`config.mk`:
```
export PLATFORM = sky130hd
export DESIGN_NAME = ram1_bus_arbiter
export DESIGN_NICKNAME = d
export VERILOG_FILES = /design/src/rtl/ram1_bus_arbiter.sv
export SDC_FILE = /design/constraint.sdc
export NUM_CORES = 1
export LEC_CHECK = 0
export CORE_UTILIZATION = 44
export CTS_CLUSTER_DIAMETER = 120
export DETAILED_ROUTE_END_ITERATION = 10
export GPL_TIMING_DRIVEN = 0
export PLACE_DENSITY = 0.81
export SLEW_MARGIN = 0
export SYNTH_ARGS = -nofsm -noshare
export SYNTH_HDL_FRONTEND = slang
export SYNTH_SLANG_ARGS = --single-unit
export TNS_END_PERCENT = 1
```
`constraint.sdc`:
```
create_clock -name CLK -period 2.65 [get_ports CLK]
set_input_delay 0.3975 -clock CLK [delete_from_list [all_inputs] [get_ports CLK]]
set_output_delay 0.3975 -clock CLK [all_outputs]
set_load 0.01 [all_outputs]
```
`src/rtl/ram1_bus_arbiter.sv`:
```
// Shared RAM1 SRAM / UART bus sequencer. Arbitrates between the instruction
// fetch port and the data port, then plays out a fixed, cycle-accurate strobe
// sequence for the granted access and pulses that port's ack in DONE.
//
// state      | meaning
// -----------+-----------------------------------------------------------
// S_IDLE     | waiting for a request; arbitration happens here only
// S_RD1      | SRAM read, first cycle with en_n/oe_n low
// S_RD2      | SRAM read, second cycle; ram_din captured at its end
// S_WR_SETUP | SRAM write, data and en_n driven, we_n still high
// S_WR_PULSE | SRAM write, we_n low for WR_PULSE_CYC cycles
// S_WR_HOLD  | SRAM write, we_n high again, data still driven
// S_UR1      | UART data read, uart_rdn low
// S_UR2      | UART data read, uart_rdn low; low byte captured at its end
// S_UW_PULSE | UART data write, uart_wrn low for WR_PULSE_CYC cycles
// S_UW_HOLD  | UART data write, uart_wrn high, data still driven
// S_DONE     | one-cycle ack for the granted port, bus released
module ram1_bus_arbiter #(
  parameter logic [15:0] UART_DATA_ADDR = 16'hBF00,
  parameter logic [15:0] UART_STAT_ADDR = 16'hBF01,
  parameter int unsigned WR_PULSE_CYC   = 2
) (
  input  logic        CLK,
  input  logic        RST,
  input  logic        if_req,
  input  logic [15:0] if_addr,
  output logic        if_ack,
  output logic [15:0] if_rdata,
  input  logic        d_req,
  input  logic        d_we,
  input  logic [15:0] d_addr,
  input  logic [15:0] d_wdata,
  output logic        d_ack,
  output logic [15:0] d_rdata,
  output logic        ram_en_n,
  output logic        ram_oe_n,
  output logic        ram_we_n,
  output logic [17:0] ram_addr,
  output logic [15:0] ram_dout,
  output logic        ram_dout_en,
  input  logic [15:0] ram_din,
  input  logic        uart_data_ready,
  input  logic        uart_tbre,
  input  logic        uart_tsre,
  output logic        uart_rdn,
  output logic        uart_wrn,
  output logic        busy
);

  typedef enum logic [3:0] {
    S_IDLE,
    S_RD1,
    S_RD2,
    S_WR_SETUP,
    S_WR_PULSE,
    S_WR_HOLD,
    S_UR1,
    S_UR2,
    S_UW_PULSE,
    S_UW_HOLD,
    S_DONE
  } state_t;

  // Pulse timer is a down-counter loaded with (cycles - 1); terminal count is 0.
  localparam logic [2:0] PULSE_LOAD = 3'(WR_PULSE_CYC - 1);

  state_t     state;
  logic [2:0] pulse_cnt;
  logic       sel_data;    // 1 = current transaction belongs to the data port
  logic       last_grant;  // 1 = data was granted most recently

  logic grant_any;
  logic grant_data;

  // Data wins a tie only if fetch went last, so the two ports alternate.
  assign grant_any  = if_req | d_req;
  assign grant_data = d_req & (~if_req | ~last_grant);
  assign busy       = (state != S_IDLE);

  // Sequencer: strobes are registered and set for the state being entered,
  // so every output defaults to inactive and each arm re-asserts what it needs.
  always_ff @(posedge CLK or negedge RST) begin
    if (!RST) begin
      state       <= S_IDLE;
      pulse_cnt   <= '0;
      sel_data    <= 1'b0;
      last_grant  <= 1'b0;
      if_ack      <= 1'b0;
      d_ack       <= 1'b0;
      if_rdata    <= '0;
      d_rdata     <= '0;
      ram_en_n    <= 1'b1;
      ram_oe_n    <= 1'b1;
      ram_we_n    <= 1'b1;
      ram_addr    <= '0;
      ram_dout    <= '0;
      ram_dout_en <= 1'b0;
      uart_rdn    <= 1'b1;
      uart_wrn    <= 1'b1;
    end else begin
      if_ack      <= 1'b0;
      d_ack       <= 1'b0;
      ram_en_n    <= 1'b1;
      ram_oe_n    <= 1'b1;
      ram_we_n    <= 1'b1;
      ram_dout_en <= 1'b0;
      uart_rdn    <= 1'b1;
      uart_wrn    <= 1'b1;

      case (state)
        S_IDLE: begin
          if (grant_any) begin
            sel_data   <= grant_data;
            last_grant <= grant_data;
            if (grant_data) begin
              ram_addr <= {2'b00, d_addr};
              if (d_addr == UART_STAT_ADDR) begin
                // Status access completes immediately; writes are discarded.
                state <= S_DONE;
                d_ack <= 1'b1;
                if (!d_we) begin
                  d_rdata <= {14'b0, uart_data_ready, uart_tbre & uart_tsre};
                end
              end else if (d_addr == UART_DATA_ADDR) begin
                if (d_we) begin
                  state       <= S_UW_PULSE;
                  pulse_cnt   <= PULSE_LOAD;
                  uart_wrn    <= 1'b0;
                  ram_dout_en <= 1'b1;
                  ram_dout    <= {8'h00, d_wdata[7:0]};
                end else begin
                  state    <= S_UR1;
                  uart_rdn <= 1'b0;
                end
              end else if (d_we) begin
                state       <= S_WR_SETUP;
                ram_en_n    <= 1'b0;
                ram_dout_en <= 1'b1;
                ram_dout    <= d_wdata;
              end else begin
                state    <= S_RD1;
                ram_en_n <= 1'b0;
                ram_oe_n <= 1'b0;
              end
            end else begin
              // Fetch is never UART-decoded: always a plain SRAM read.
              ram_addr <= {2'b00, if_addr};
              state    <= S_RD1;
              ram_en_n <= 1'b0;
              ram_oe_n <= 1'b0;
            end
          end
        end

        S_RD1: begin
          state    <= S_RD2;
          ram_en_n <= 1'b0;
          ram_oe_n <= 1'b0;
        end

        S_RD2: begin
          state <= S_DONE;
          if (sel_data) begin
            d_rdata <= ram_din;
            d_ack   <= 1'b1;
          end else begin
            if_rdata <= ram_din;
            if_ack   <= 1'b1;
          end
        end

        S_WR_SETUP: begin
          state       <= S_WR_PULSE;
          pulse_cnt   <= PULSE_LOAD;
          ram_en_n    <= 1'b0;
          ram_dout_en <= 1'b1;
          ram_we_n    <= 1'b0;
        end

        S_WR_PULSE: begin
          ram_en_n    <= 1'b0;
          ram_dout_en <= 1'b1;
          if (pulse_cnt == 3'd0) begin
            state <= S_WR_HOLD;
          end else begin
            pulse_cnt <= pulse_cnt - 3'd1;
            ram_we_n  <= 1'b0;
          end
        end

        S_WR_HOLD: begin
          state <= S_DONE;
          d_ack <= 1'b1;
        end

        S_UR1: begin
          state    <= S_UR2;
          uart_rdn <= 1'b0;
        end

        S_UR2: begin
          state   <= S_DONE;
          d_rdata <= {8'h00, ram_din[7:0]};
          d_ack   <= 1'b1;
        end

        S_UW_PULSE: begin
          ram_dout_en <= 1'b1;
          if (pulse_cnt == 3'd0) begin
            state <= S_UW_HOLD;
          end else begin
            pulse_cnt <= pulse_cnt - 3'd1;
            uart_wrn  <= 1'b0;
          end
        end

        S_UW_HOLD: begin
          state <= S_DONE;
          d_ack <= 1'b1;
        end

        S_DONE: begin
          state <= S_IDLE;
        end

        default: begin
          state <= S_IDLE;
        end
      endcase
    end
  end

endmodule

```
==> flow_metrics.py, run 1 <==
metrics = {
    "status": {
        "status": "finished clean",
    },
    "synth": {
        "ys.flop_type": "dfrtp_1",
        "yosys.area.top_type": "dfrtp_1",
        "syn_area_per_cell_um2": 11.1,
        "synth_top_area_frac": 0.497,
        "yosysWarnings": 0,
        "synth_cell_types": 53,
        "syn_inst": 341,
        "yosys-top-cells-area": "dfrtp_1, mux2i_1, mux2_2",
        "synth.cell_area_um2": 3780,
        "synth_seq_area_share": 0.531,
        "synth-edff-count": 0,
        "ys_seq_elements": 80,
        "async_flop_share": 1.00,
    },
    "global_route": {
        "antenna_found_initial": 0,
        "grt_max_degree": 44,
        "grt_usage": 0.228,
        "grt-ovfl-total": 0,
        "grt_pass1_vias": 3193,
        "grt_first_pass_wirelength_mm": 15.6,
    },
    "routing": {
        "drtAntennaViolNets": 0,
        "avgRoutedWirePerCell_um": 16.0,
        "route.detailed.drc": 0,
        "first_iter_violations": 154,
        "viasPerCell": 5.23,
        "firstDrtPassIters": 4,
        "finalWirelength_mm": 9.74,
        "vias": 3193,
    },
    "critical_path": {
        "rrSetupSlack_ns": 0.30,
        "crit_required_ns": 2.88,
        "cp-end-kind": "flip-flop",
        "critPathLaunch": "d_addr[1]",
        "critPathKind": "input port to flip-flop",
        "critPathCapture": "state[1]$_DFFE_PN0P_",
        "r2r_cells": 7,
        "r2r-start": "state[3]$_DFFE_PN0P_",
        "start_kind": "input port",
        "reg2reg_to": "ram_dout[5]$_DFFE_PN0P_",
        "critPathMaxFanout": 4,
        "crit_arrival_ns": 2.70,
    },
    "place": {
        "post-dp-hpwl_mm": 7.43,
        "port_buffers": 144,
        "gp_routability_congestion": 0.849,
    },
    "die": {
        "io_pins": 147,
        "initial_utilization": 0.458,
        "dieArea_um2": 8970,
        "die_w_um": 94.7,
        "row_count": 33,
        "fp.coreArea_um2": 8260,
        "die_h_um": 94.7,
    },
    "clock_tree": {
        "root_buffer": "clkbuf_8",
        "postCtsHoldBufs": 0,
        "cts_tree": "done",
        "clock_sinks": 80,
        "htreeDepth": 3,
        "clk_latency_ns": 0.35,
        "cts_max_path_buffers": 2,
        "cts_buffers": 9,
        "clkTransAtPathRegs_ns": 0.08,
    },
    "timing": {
        "worstMarginPinSlew_ns": 0.835,
        "fin_crit_ns": 2.47,
        "slew_viol_final": 0,
        "slew_headroom": 0.440,
        "fin_crit_sh": 0.933,
        "hold_violations": 0,
        "fmax_mhz": 405,
        "grt_setup_unrepaired": "false",
        "fin_worst_skew_ns": 0.0106,
        "tns_ns": 0,
        "setup_viol": 0,
    },
    "power_and_ir_drop": {
        "power_density_nw_per_um2": 1140,
        "clkPwrFrac": 0.173,
        "pwr-share-seq": 0.327,
        "swShare": 0.346,
        "ir_drop_v": 0.000545,
        "net-switching-power_mw": 2.24,
        "finalPower_mw": 6.47,
        "leakage_nw": 2.47,
        "power_frac_comb": 0.501,
        "intPower_mw": 4.23,
    },
    "flow_run": {
        "drv_cap": 0,
    },
    "final_layout": {
        "n_antenna_cell": 0,
        "nets": 577,
        "area_delta_synth_final_pct": 49.4,
        "drive_gt1_frac": 0.137,
    },
    "worst_hold_path": {
        "hp-class": "input port to asynchronous set/reset pin",
    },
}
## power groups by stage
stage               Combinational, mW  Clock [mW]  Sequential [mW]
finish                           3.24        1.12             2.11
global route                     3.52        1.19             2.18
CTS                              3.23        1.14             2.12
detailed placement               3.22           0             2.14
global placement                 3.14           0             2.11
floorplan                        1.43           0             2.35
## worst max-delay path, stage by stage
cell             delay, ns
clkdlybuf4s50_1       0.42
nor4_1                0.72
nand4_1               0.35
ha_1                  0.37
nand3_1               0.07
a21oi_1               0.06
or3_1                 0.31
## flip-flops by register name, indices dropped and copies added, names as in the netlist
name / cells
d_ack: 1
d_rdata: 16
if_ack: 1
if_rdata: 16
last_grant: 1
pulse_cnt: 3
ram_addr: 16
ram_dout: 16
ram_dout_en: 1
ram_en_n: 1
ram_oe_n: 1
ram_we_n: 1
state: 4
uart_rdn: 1
uart_wrn: 1
## synth_stat cells, types with 3 or more instances
library cell	count
buf_6	5
nor2_1	12
clkbuf_1	5
mux2_2	21
o21ai_0	31
ha_1	5
a21oi_1	11
mux2i_1	24
a31oi_1	4
buf_2	7
and4_1	3
a22o_1	6
dfrtp_1	75
nor2b_1	6
a32oi_1	3
inv_1	25
mux2_1	3
nand2_1	34
or3_1	3
buf_4	3
nand3_1	13
dfstp_2	5
## stage by stage
stage	cells	utilization	setup WS (ns)	hold slack, ns	cell area, um^2
after floorplan	342	-	0.648	0.102	3780
after global placement	591	0.649	-1.61	0.464	5360
after detailed placement	592	0.651	-0.185	0.404	5370
after CTS	608	0.681	0.0617	0.0258	5630
after global routing	610	0.684	0.114	0.0403	5650
final	610	0.684	0.179	0.00977	5650
## area by class of cell
type / instances / area (um^2)
Clock buffer: 10 / 138
Buffer: 21 / 153
Fill cell: 658 / 2610
Sequential cell: 80 / 2010
Tap cell: 105 / 131
Inverter: 25 / 93.8
Clock inverter: 6 / 115
Timing Repair Buffer: 147 / 1470
Multi-Input combinational cell: 216 / 1540
## logic make-up after synthesis
family	after synthesis	synth area share
adders and majority gates	5	0.0166
AOI/OAI and AO/OA	71	0.119
DFF	80	0.531
buffers and inverters	46	0.0652
other	1	0.000992
xor gates and xnor gates	1	0.00232
muxes	48	0.135
and+or+nand+nor	89	0.130
## cell usage in the layout, fill, tap and decap left out, types with 7 or more instances in the layout
cell             instances
mux2_2                  21
nor2_1                  12
clkdlybuf4s50_1        143
o21ai_0                 31
clkbuf_8                10
nand2_1                 34
a21oi_1                 11
nand3_1                 13
dfrtp_1                 75
buf_2                    7
mux2i_1                 24
inv_1                   25
## what timing repair did
| item | 4_1_cts | 5_1_grt |
|---|---|---|
| setup buffers | 0 | 2 |
| resized for setup | 0 | 1 |
| setup endpoints to repair | 0 | 3 |
## worst min path at each step
stage	end	slack, ns	from
final	ram_addr[4]$_DFFE_PN0P_	0.01	RST
after global routing	ram_addr[4]$_DFFE_PN0P_	0.04	RST
after CTS	ram_addr[4]$_DFFE_PN0P_	0.03	RST
after detailed placement	ram_addr[4]$_DFFE_PN0P_	0.40	RST
after global placement	ram_addr[10]$_DFFE_PN0P_	0.46	ram_addr[10]$_DFFE_PN0P_
after floorplan	d_ack$_DFF_PN0_	0.10	RST
## per-layer routing
metal,up-vias,part of all wire,track usage
met4,0,0.022,0.0896
met5,-,0,0
met2,97,0.50,0.383
met1,1569,0.43,0.296
li1,1508,-,-
met3,19,0.046,0.0306
Note: power is estimated with default switching activity, not from simulation.
==> inputs of run 2 (changes only) <==
--- a/config.mk
+++ b/config.mk
@@ -5,11 +5,10 @@
 export SDC_FILE = /design/constraint.sdc
 export NUM_CORES = 1
 export LEC_CHECK = 0
-export CORE_UTILIZATION = 44
+export CORE_UTILIZATION = 28
 export CTS_CLUSTER_DIAMETER = 120
 export DETAILED_ROUTE_END_ITERATION = 10
 export GPL_TIMING_DRIVEN = 0
-export PLACE_DENSITY = 0.81
 export SLEW_MARGIN = 0
 export SYNTH_ARGS = -nofsm -noshare
 export SYNTH_HDL_FRONTEND = slang
==> flow_metrics.py, run 2 (synthesized netlist as in run 1, its figures left out) <==
metrics = {
    "timing": {
        "hold_violations": 0,
        "hold_ws_ns": 0.00572,
        "worstMarginPinSlew_ns": 0.847,
        "grt_setup_unrepaired": "false",
        "fin_crit_ns": 2.55,
        "slew_viol_final": 0,
        "setup_ws_ns": 0.100,
        "fin_worst_skew_ns": 0.00535,
        "fin_crit_sh": 0.962,
        "slew_headroom": 0.432,
        "setup_viol": 0,
        "fmax_mhz": 392,
    },
    "routing": {
        "avgRoutedWirePerCell_um": 14.5,
        "top_layer": "met4",
        "wl_met3_um": 596,
        "met2RoutedLength_mm": 4.48,
        "vias": 3131,
        "viasPerCell": 4.62,
        "route.detailed.drc": 0,
        "drt-met1-wl_mm": 4.61,
        "first_iter_violations": 159,
        "finalWirelength_mm": 9.85,
        "drtAntennaViolNets": 0,
        "firstDrtPassIters": 4,
    },
    "clock_tree": {
        "root_buffer": "clkbuf_16",
        "clock_sinks": 80,
        "clk_latency_ns": 0.34,
        "cts_tree": "done",
        "htreeDepth": 3,
        "clkTransAtPathRegs_ns": 0.06,
        "postCtsHoldBufs": 0,
        "cts-resized-gates": 0,
        "cts_buffers": 9,
        "cts_max_path_buffers": 2,
        "post-cts-setup-buffers": 0,
    },
    "power_and_ir_drop": {
        "finalPower_mw": 6.80,
        "pwr-share-seq": 0.312,
        "net-switching-power_mw": 2.24,
        "intPower_mw": 4.56,
        "power_density_nw_per_um2": 1170,
        "clkPwrFrac": 0.218,
        "ir_drop_v": 0.000403,
        "leakage_nw": 2.51,
        "swShare": 0.330,
        "power_frac_comb": 0.470,
    },
    "critical_path": {
        "crit_arrival_ns": 2.15,
        "r2r_cells": 6,
        "critPathMaxFanout": 10,
        "crit_required_ns": 2.25,
        "rrSetupSlack_ns": 0.29,
        "cp_cell_sequence": "buf_6, nor4_4, inv_1, clkdlybuf4s50_1",
        "critPathSlowestCell": "nor4_4",
        "critPathKind": "flip-flop to output pin",
        "r2r-start": "state[3]$_DFFE_PN0P_",
        "critPathLaunch": "state[3]$_DFFE_PN0P_",
        "slowest_delay_ns": 0.55,
        "start_kind": "flip-flop",
        "cp-end-kind": "output pin",
        "reg2reg_to": "ram_dout[5]$_DFFE_PN0P_",
    },
    "final_layout": {
        "fin_util": 0.442,
        "nets": 575,
        "final_cell_area_um2": 5830,
        "area_delta_synth_final_pct": 54.4,
        "layout_commonest_cell": "clkdlybuf4s50_1",
        "n_antenna_cell": 0,
        "drive_gt1_frac": 0.131,
        "mostFrequentLayoutCells": "clkdlybuf4s50_1, dfrtp_1, nand2_1",
    },
    "global_route": {
        "grt_max_degree": 48,
        "grt_usage": 0.150,
        "grt_first_pass_wirelength_mm": 16.4,
        "antenna_found_initial": 0,
        "grt-ovfl-total": 0,
        "grt_pass1_vias": 3170,
    },
    "place": {
        "dpl_cell_area_um2": 5470,
        "post-dp-hpwl_mm": 7.53,
        "port_buffers": 144,
        "gp_routability_congestion": 0.828,
        "dp_slack_ns": -0.183,
    },
    "worst_hold_path": {
        "hp-class": "input port to asynchronous set/reset pin",
    },
    "die": {
        "initial_utilization": 0.287,
        "die_w_um": 118,
        "row_count": 42,
        "die_h_um": 118,
        "io_pins": 147,
        "fp.coreArea_um2": 13200,
        "dieArea_um2": 14000,
    },
    "flow_run": {
        "drv_cap": 0,
    },
    "status": {
        "status": "finished clean",
    },
}
[run 2: worst max-delay path by stage]
| stage | end | slack [ns] | cells after the start |
|---|---|---|---|
| finish | busy | 0.10 | 4 |
| global route | busy | 0.004 | 4 |
| CTS | busy | 0.10 | 4 |
| detailed placement | state[1]$_DFFE_PN0P_ | -0.18 | 7 |
| global placement | if_rdata[3]$_DFFE_PN0P_ | -1.71 | 1 |
| floorplan | ram_dout[5]$_DFFE_PN0P_ | 0.65 | 6 |
[run 2: metrics by stage]
stage,instances,setup TNS [ns]
final,678,0
after global routing,678,0
after CTS,678,0
after detailed placement,663,-2.95
after global placement,662,-134.10
after floorplan,342,0
[run 2: final cells by class]
cell class / count / area, um^2
Fill cell: 1250 / 7360
Sequential cell: 80 / 2010
Multi-Input combinational cell: 216 / 1540
Timing Repair Buffer: 145 / 1470
Clock buffer: 9 / 225
Tap cell: 176 / 220
Buffer: 21 / 153
Clock inverter: 6 / 133
Inverter: 25 / 93.8
[run 2: routing by layer]
metal / global-route usage / vias to the layer above
met3: 0.0323 / 13
met4: 0.0649 / 0
met2: 0.235 / 114
li1: - / 1496
met1: 0.199 / 1508
met5: 0 / -
[run 2: power by group through the flow]
stage                     logic (mW)  registers (mW)  clock network [mW]
final                           3.20            2.12                1.48
after global routing            3.49            2.20                1.56
after CTS                       3.23            2.13                1.52
after detailed placement        3.21            2.15                   0
after global placement          3.17            2.13                   0
after floorplan                 1.43            2.35                   0
[run 2: critical path, delay by kind of cell (launching register included)]
kind / cells / cell delay [ns]
simple gates: 1 / 0.55
flops: 1 / 0.41
buf+inv: 3 / 0.86
==> inputs of run 3 (changes only) <==
--- a/config.mk
+++ b/config.mk
@@ -5,6 +5,7 @@
 export SDC_FILE = /design/constraint.sdc
 export NUM_CORES = 1
 export LEC_CHECK = 0
+export ABC_AREA = 1
 export CORE_UTILIZATION = 28
 export CTS_CLUSTER_DIAMETER = 120
 export DETAILED_ROUTE_END_ITERATION = 10
==> flow_metrics.py, run 3 <==
metrics = {
    "power_and_ir_drop": {
        "power_density_nw_per_um2": 1140,
        "intPower_mw": 4.16,
        "leakage_nw": 2.79,
        "clkPwrFrac": 0.202,
        "swShare": 0.367,
        "net-switching-power_mw": 2.41,
        "pwr-share-seq": 0.329,
        "ir_drop_v": 0.000367,
        "power_frac_comb": 0.470,
    },
    "timing": {
        "slew_headroom": 0.656,
        "fin_crit_sh": 0.779,
        "slew_viol_final": 0,
        "grt_setup_unrepaired": "false",
        "fmax_mhz": 484,
        "setup_viol": 0,
        "worstMarginPinSlew_ns": 0.516,
        "hold_violations": 0,
        "fin_worst_skew_ns": 0.0102,
        "setup_ws_ns": 0.586,
        "fin_crit_ns": 2.06,
        "hold_ws_ns": 0.470,
    },
    "critical_path": {
        "r2r-start": "state[0]$_DFFE_PN0P_",
        "crit_arrival_ns": 2.32,
        "rrSetupSlack_ns": 0.94,
        "start_kind": "input port",
        "r2r_cells": 9,
        "crit_required_ns": 2.90,
        "reg2reg_to": "ram_dout[15]$_DFFE_PN0P_",
        "critPathMaxFanout": 5,
        "cp-end-kind": "flip-flop",
        "critPathKind": "input port to flip-flop",
    },
    "clock_tree": {
        "clk_latency_ns": 0.34,
        "clock_sinks": 80,
        "post-cts-setup-buffers": 0,
        "root_buffer": "clkbuf_16",
        "cts_buffers": 9,
        "cts_tree": "done",
        "htreeDepth": 3,
        "clkTransAtPathRegs_ns": 0.06,
        "cts_max_path_buffers": 2,
    },
    "synth": {
        "ys.flop_type": "dfrtp_1",
        "yosysMostFrequentCell": "nand2_1",
        "synth.cell_area_um2": 3750,
        "synth_cell_types": 31,
        "ys_seq_elements": 80,
        "synth_seq_area_share": 0.535,
        "syn_inst": 458,
        "yosys-top-cells-count": "nand2_1, dfrtp_1, nor2_1, o21ai_0, nand3_1",
        "synth-edff-count": 0,
        "yosys-top-cells-area": "dfrtp_1, nand2_1, o21ai_0",
        "synth_top_area_frac": 0.500,
        "yosys.area.top_type": "dfrtp_1",
        "async_flop_share": 1.00,
        "syn_area_per_cell_um2": 8.19,
        "yosysWarnings": 0,
    },
    "global_route": {
        "grt-ovfl-total": 0,
        "grt_first_pass_wirelength_mm": 17.3,
        "grt_max_degree": 59,
        "grt_usage": 0.157,
        "antenna_found_initial": 0,
        "grt_pass1_vias": 3561,
    },
    "place": {
        "dp_slack_ns": 0.259,
        "dp_cells": 776,
        "post-dp-hpwl_mm": 7.80,
        "port_buffers": 144,
        "gp_routability_congestion": 0.812,
    },
    "final_layout": {
        "nets": 693,
        "multi_input_area_um2": 1520,
        "drive_gt1_frac": 0.0886,
        "final_cell_count_no_fill": 793,
        "area_delta_synth_final_pct": 53.6,
        "fillerInstances": 1319,
        "seq_area_um2": 2010,
        "layout_commonest_cell": "nand2_1",
        "n_antenna_cell": 0,
        "mostFrequentLayoutCells": "nand2_1, clkdlybuf4s50_1, dfrtp_1",
        "fin_util": 0.449,
    },
    "die": {
        "row_count": 41,
        "dieArea_um2": 13900,
        "initial_utilization": 0.292,
        "io_pins": 147,
        "fp.coreArea_um2": 12800,
        "die_h_um": 118,
        "die_w_um": 118,
    },
    "routing": {
        "vias": 3526,
        "finalWirelength_mm": 10.5,
        "first_iter_violations": 153,
        "avgRoutedWirePerCell_um": 13.3,
        "drtAntennaViolNets": 0,
        "firstDrtPassIters": 4,
        "route.detailed.drc": 0,
        "viasPerCell": 4.45,
    },
    "worst_hold_path": {
        "hp-class": "flip-flop to flip-flop",
        "hold_end": "d_rdata[3]$_DFFE_PN0P_",
        "hp-start": "d_rdata[3]$_DFFE_PN0P_",
        "whs_path_depth": 2,
    },
    "flow_run": {
        "drv_cap": 0,
    },
    "status": {
        "status": "finished clean",
    },
}
==> run 3: cell types whose count changed in the layout (fill, tap and decap cells not counted), moves of 6 or more <==
| cell | before | now |
|---|---|---|
| o21ai_1 | 0 | 9 |
| a21oi_1 | 11 | 5 |
| nor2b_1 | 6 | 0 |
| nand2_1 | 34 | 172 |
| nand3_1 | 13 | 32 |
| mux2i_1 | 24 | 0 |
| a22o_1 | 6 | 0 |
| mux2_2 | 21 | 0 |
| nor2_1 | 12 | 43 |
| inv_2 | 0 | 7 |
==> run 3: routing by layer <==
metal | part of all wire | GRT usage | up-vias | wire [um]
li1 | - | - | 1768 | -
met1 | 0.48 | 0.207 | 1639 | 5030
met2 | 0.46 | 0.250 | 110 | 4840
met3 | 0.053 | 0.0426 | 9 | 553
met4 | 0.011 | 0.0529 | 0 | 116
met5 | 0 | 0 | - | 0
==> run 3: cell families (layout without fill, tap and decap cells) <==
group,Yosys count,after routing,share of synthesized area
adders and majority gates,5,5,0.0167
other,1,2,0.00100
DFF,80,80,0.535
and+or+nand+nor,269,269,0.308
xor gates and xnor gates,1,1,0.00234
buffers and inverters,49,211,0.0594
AOI/OAI and AO/OA,53,53,0.0771
==> run 3: worst max-delay path, stage by stage <==
cell and delay [ns]:
clkdlybuf4s50_1 0.49, nand2_1 0.06, inv_1 0.05, nand2_1 0.05, nor2_1 0.32, nand2_1 0.22, inv_1 0.26, ha_1 0.19
nand2_1 0.07, a21oi_1 0.13, a21oi_1 0.07
==> run 3: how the worst max path moves through the flow <==
stage / startpoint / to / depth (start not counted)
2_1_floorplan: d_addr[15] / uart_wrn$_DFF_PN1_ / 10
3_3_place_gp: RST / ram_dout[7]$_DFFE_PN0P_ / 1
3_5_place_dp: d_addr[10] / uart_wrn$_DFF_PN1_ / 11
4_1_cts: d_addr[10] / uart_wrn$_DFF_PN1_ / 11
5_1_grt: d_addr[15] / uart_wrn$_DFF_PN1_ / 11
6_report: d_addr[10] / uart_wrn$_DFF_PN1_ / 11
==> run 3: power groups by stage <==
| stage | logic, mW | registers (mW) | clock network, mW |
|---|---|---|---|
| 2_1_floorplan | 1.34 | 2.37 | 0 |
| 3_3_place_gp | 3.05 | 2.17 | 0 |
| 3_5_place_dp | 3.11 | 2.17 | 0 |
| 4_1_cts | 3.14 | 2.16 | 1.37 |
| 5_1_grt | 3.43 | 2.23 | 1.42 |
| 6_report | 3.09 | 2.16 | 1.33 |
==> run 3: layout make-up <==
class,instances,area share
Clock inverter,3,0.0113
Timing Repair Buffer,146,0.256
Inverter,35,0.0237
Sequential cell,80,0.349
Tap cell,172,0.0374
Buffer,14,0.0150
Multi-Input combinational cell,330,0.264
Clock buffer,13,0.0434
==> run 3: through the flow <==
step	power [mW]	TNS, ns	instance area (um^2)
floorplan	3.71	0	3750
global placement	5.22	-128.71	5410
detailed placement	5.29	0	5440
CTS	6.67	0	5760
global route	7.09	0	5760
finish	6.58	0	5760
==> run 3: repair_timing <==
item / CTS / global route
hold endpoints to repair: 22 / 0
resized for setup: 0 / 0
hold buffers: 1 / 0
